===== src/rtl/serial_sub_pkg.sv =====
// Shared types for the bit-serial subtractor.
package serial_sub_pkg;

  // Controller states: waiting for operands, rippling bits, holding result.
  typedef enum logic [1:0] {
    IDLE  = 2'd0,
    SHIFT = 2'd1,
    DONE  = 2'd2
  } sub_state_t;

endpackage


===== src/rtl/full_subtractor.sv =====
// Single-bit full subtractor: d = i_a - i_b - i_bin, with borrow out.
module full_subtractor (
  input  logic i_a,
  input  logic i_b,
  input  logic i_bin,
  output logic o_d,
  output logic o_bout
);

  logic w_ab_xor;

  assign w_ab_xor = i_a ^ i_b;

  // Difference bit and borrow generated when the minuend bit cannot cover
  // the subtrahend bit plus the incoming borrow.
  always_comb begin
    o_d    = w_ab_xor ^ i_bin;
    o_bout = (~i_a & i_b) | (~w_ab_xor & i_bin);
  end

endmodule


===== src/rtl/serial_subtractor.sv =====
// Bit-serial ripple-borrow subtractor: a - b computed LSB first, one bit
// per clock, through a single full_subtractor cell.
//
// Handshake: a transfer happens on a rising edge where valid && ready are
// both high. in_ready/out_valid are decoded from the state register only,
// so neither depends combinationally on the partner's valid/ready. Once
// out_valid is high, diff/borrow_out stay stable until the transfer.
module serial_subtractor
  import serial_sub_pkg::*;
#(
  parameter int DATA_WIDTH = 8
) (
  input  logic                  clk,
  input  logic                  resetn,
  input  logic                  in_valid,
  output logic                  in_ready,
  input  logic [DATA_WIDTH-1:0] a,
  input  logic [DATA_WIDTH-1:0] b,
  output logic                  out_valid,
  input  logic                  out_ready,
  output logic [DATA_WIDTH-1:0] diff,
  output logic                  borrow_out,
  output sub_state_t            o_dbg_state
);

  localparam int CW = (DATA_WIDTH > 1) ? $clog2(DATA_WIDTH) : 1;
  localparam logic [CW-1:0] LAST_BIT = CW'(DATA_WIDTH - 1);

  sub_state_t            r_state;
  sub_state_t            w_next_state;
  logic [DATA_WIDTH-1:0] r_a_sh;
  logic [DATA_WIDTH-1:0] r_b_sh;
  logic [DATA_WIDTH-1:0] r_diff;
  logic                  r_borrow;
  logic [CW-1:0]         r_cnt;
  logic                  w_d;
  logic                  w_bout;

  full_subtractor u_fs (
    .i_a    (r_a_sh[0]),
    .i_b    (r_b_sh[0]),
    .i_bin  (r_borrow),
    .o_d    (w_d),
    .o_bout (w_bout)
  );

  // State register; reset aborts any operation in flight.
  always_ff @(posedge clk or negedge resetn) begin
    if (!resetn) begin
      r_state <= IDLE;
    end else begin
      r_state <= w_next_state;
    end
  end

  // Next-state decode: accept in IDLE, ripple DATA_WIDTH bits, wait for sink.
  always_comb begin
    w_next_state = r_state;
    case (r_state)
      IDLE:    if (in_valid)           w_next_state = SHIFT;
      SHIFT:   if (r_cnt == LAST_BIT)  w_next_state = DONE;
      DONE:    if (out_ready)          w_next_state = IDLE;
      default:                         w_next_state = IDLE;
    endcase
  end

  // Datapath: latch operands on accept, then shift one bit per SHIFT edge.
  // diff/borrow are left untouched in IDLE and DONE so the last result persists.
  always_ff @(posedge clk or negedge resetn) begin
    if (!resetn) begin
      r_a_sh   <= '0;
      r_b_sh   <= '0;
      r_diff   <= '0;
      r_borrow <= 1'b0;
      r_cnt    <= '0;
    end else begin
      case (r_state)
        IDLE: begin
          if (in_valid) begin
            r_a_sh   <= a;
            r_b_sh   <= b;
            r_borrow <= 1'b0;
            r_cnt    <= '0;
          end
        end
        SHIFT: begin
          r_a_sh   <= r_a_sh >> 1;
          r_b_sh   <= r_b_sh >> 1;
          r_diff   <= {w_d, r_diff[DATA_WIDTH-1:1]};
          r_borrow <= w_bout;
          r_cnt    <= r_cnt + CW'(1);
        end
        default: begin
        end
      endcase
    end
  end

  assign in_ready    = (r_state == IDLE);
  assign out_valid   = (r_state == DONE);
  assign diff        = r_diff;
  assign borrow_out  = r_borrow;
  assign o_dbg_state = r_state;

endmodule


===== config.mk =====
export PLATFORM = sky130hd
export DESIGN_NAME = serial_subtractor
export DESIGN_NICKNAME = d
export VERILOG_FILES = /design/src/rtl/serial_sub_pkg.sv /design/src/rtl/full_subtractor.sv /design/src/rtl/serial_subtractor.sv
export SDC_FILE = /design/constraint.sdc
export NUM_CORES = 1
export LEC_CHECK = 0
export ABC_AREA = 1
export BUFFER_PORTS_ARGS = -buffer_cell sky130_fd_sc_hd__buf_2
export CORE_MARGIN = 3
export CORE_UTILIZATION = 47
export CTS_CLUSTER_SIZE = 25
export DETAILED_ROUTE_END_ITERATION = 8
export HOLD_SLACK_MARGIN = 0.03
export PLACE_DENSITY_LB_ADDON = 0.3
export REMOVE_ABC_BUFFERS = 1
export SYNTH_ARGS = -nofsm -noshare
export SYNTH_HDL_FRONTEND = slang
export SYNTH_SLANG_ARGS = --single-unit

===== constraint.sdc =====
create_clock -name clk -period 1 [get_ports clk]
set_input_delay 0.05 -clock clk [delete_from_list [all_inputs] [get_ports clk]]
set_output_delay 0.05 -clock clk [all_outputs]
set_load 0.02 [all_outputs]

==> summary.txt <==
Failing checks: setup timing
H-tree Lvls: 2
Average wire per standard cell: 13.37 µm
Layout Nets: 281
P per Cell Area: 2903 nW/µm²
Global-route wire length before repair: 5782 µm
GP Congestion: 0.7637
Worst Path Max Fanout: 4
Synth top area share: 0.5119
Mapped Cells: 186
Die H: 61.86 µm
Worst min-delay path class: input port to flip-flop
Initial drt markers: 44
Crit Path Class: flip-flop to output port
Finished Layout Cells: 289
Layout Utilization: 0.8092
Crit. End Element: output port
Switch share: 0.4242
Die X: 61.86 µm
Pin count of the biggest net entering global routing: 31
Slowest stage cell, crit path: dfrtp_2
Total grt overflow: 0
Post-synthesis cell area: 1466 µm²
Initial Utilization: 0.5140
Critical Path RT: 0.95 ns
Synth cell types: 18
Pins over their slew limit: 0
Inst Count DP: 254
Clk root buf: clkbuf_4
Area delta synth->final: 57.42%
Clock Skew: 0.002300 ns
Status: complete, but fails checks
Antenna fix cells: 0
Internal: 3.858 mW
Family with the most delay on the worst path: flip-flops
Peak supply drop: 1656 µV
RSZ-0062 raised after global routing: true
Leakage power: 1.265 nW
Largest cells by area after synthesis: dfrtp_1, nand2_1, inv_1, nand3_1, o21ai_0
Die Area: 3826 µm²
Ports: 33
# DRC: 0
CP Cell Sequence: buf_6 > nor2_4 > buf_6
R2r setup slk: -0.18 ns
Tcrit/Tclk final: 1.215
Net Sw Power: 2.842 mW
Longest Clk Path Bufs: 2
Clock Power Share: 0.099
Fin. Hold Viols: 0
Pre-CTS setup slack: -0.1106 ns
Clk_lat worst skew: 0.33 ns
# rows: 19
Buf/Inv on CP: 2
CTS Buf Count: 5
IO buf count: 32
Final cell area excluding filler cells: 2308 µm²
Slack of the critical path: -0.2151 ns
Commonest non-fill, non-tap cells in the layout: nand2_1, inv_1, dfrtp_1
Gr usage total: 0.2162
Dpl hpwl: 1956 µm
CTS sink count: 30
Sequential share of power: 0.317
Final ANT Viol Nets: 0
Commonest non-fill, non-tap cell in the layout: nand2_1
Routed wire length: 3863 µm
Total negative setup slack: -4.167 ns
Maxcap violations: 0
Fin crit period: 1.215 ns
Pre-antenna DRT Iters: 4
Crit start category: flip-flop
Fmax: 0.8230 GHz
Relative slew slack: 0.7496
Post-synthesis sequential area ratio: 0.5119
Vias: 1,404
Most used cell, CP: buf_6
DR vias/cell: 4.858
Synth area leader: dfrtp_1
Vias in the first global route: 1,301
Core footprint: 2853 µm²
Synthesis warning total: 0
Initial antenna violation count: 0
Reg clk slew, reported paths: 0.09 ns
Final setup fails: 35
TritonCTS clock tree: built
Comb power frac: 0.584
CP max stage delay: 0.45 ns
Avg Inst Size Synth: 7.884 µm²
Flops & latches, synth: 30
DP Area: 1733 µm²
Tightest Pin Transition: 0.3756 ns
Arrival time at the worst endpoint: 1.17 ns
Layout cell share with drive strength beyond 1: 0.3953
[per-layer routing]
layer,global-route usage,vias to the layer above,part of all wire
li1,-,696,-
met1,0.2513,654,0.40
met2,0.3572,44,0.52
met3,0.07025,10,0.049
met4,0.1091,0,0.023
met5,0,-,0
[state kept, by name (all words and copies together), names as in the netlist]
register,flops
diff,8
r_a_sh,8
r_b_sh,8
r_cnt,3
o_dbg_state,2
borrow_out,1
[Yosys cell counts, drive strengths merged]
cell type,n
buf,7
inv,35
nand2,78
nor2,4
nand3,17
o21ai,9
a21oi,2
ha,2
fa,1
dfrtp,30
o31ai,1
[path summary, 6_finish.rpt]
| path | from | endpoint | depth (start not counted) |
|---|---|---|---|
| setup / recovery | o_dbg_state[0]$_DFFE_PN0P_ | in_ready | 3 |
| hold / removal | b[3] | r_b_sh[3]$_DFFE_PN0P_ | 5 |
| setup reg to reg | o_dbg_state[1]$_DFFE_PN0P_ | r_b_sh[4]$_DFFE_PN0P_ | 7 |
| hold reg to reg | r_b_sh[1]$_DFFE_PN0P_ | r_b_sh[1]$_DFFE_PN0P_ | 2 |
| max in group asynchronous | resetn | o_dbg_state[0]$_DFFE_PN0P_ | 3 |
| min in group asynchronous | resetn | diff[7]$_DFFE_PN0N_ | 3 |
[tightest hold or removal path: stages]
cell and delay (ns):
buf_2 0.07, inv_1 0.03, nand2_1 0.09, nand3_4 0.07, nand2_2 0.06
[power by group through the flow]
| stage | logic (mW) | clock network (mW) | registers (mW) |
|---|---|---|---|
| after floorplan | 1.34 | 0 | 2.34 |
| after global placement | 2.58 | 0 | 2.08 |
| after detailed placement | 2.66 | 0 | 2.09 |
| after CTS | 3.18 | 0.675 | 2.10 |
| after global routing | 4.32 | 0.726 | 2.18 |
| final | 3.92 | 0.662 | 2.12 |
[cell type report]
class,instances,area (µm²)
repair buffers,72,629.4
inverters,35,143.9
clock buffers,7,45.04
fillers,174,544.3
multi-input cells,114,699.4
flip-flops and latches,30,752.0
well taps,31,38.79
[cell families after synthesis]
kind of cell	after synthesis	synth area share
simple gates	99	0.2781
buf+inv	42	0.1340
fa+ha+maj	3	0.03071
flops	30	0.5119
compound gates	12	0.04522
[metrics by stage]
stage	hold slack, ns	total power [mW]
detailed placement	0.07943	4.754
finish	0.06933	6.701
global route	0.08494	7.224
CTS	0.03413	5.950
global placement	0.08251	4.661
floorplan	-0.2456	3.671
[timing repair]
item,4_1_cts,5_1_grt
setup endpoints to repair,30,35
resized for setup,36,42
pin swaps,6,10
endpoints found under the hold margin,45,0
cloned,0,2
hold buffers,17,0
buffers inserted,6,3
No activity file was read; power rests on OpenSTA's default activity.
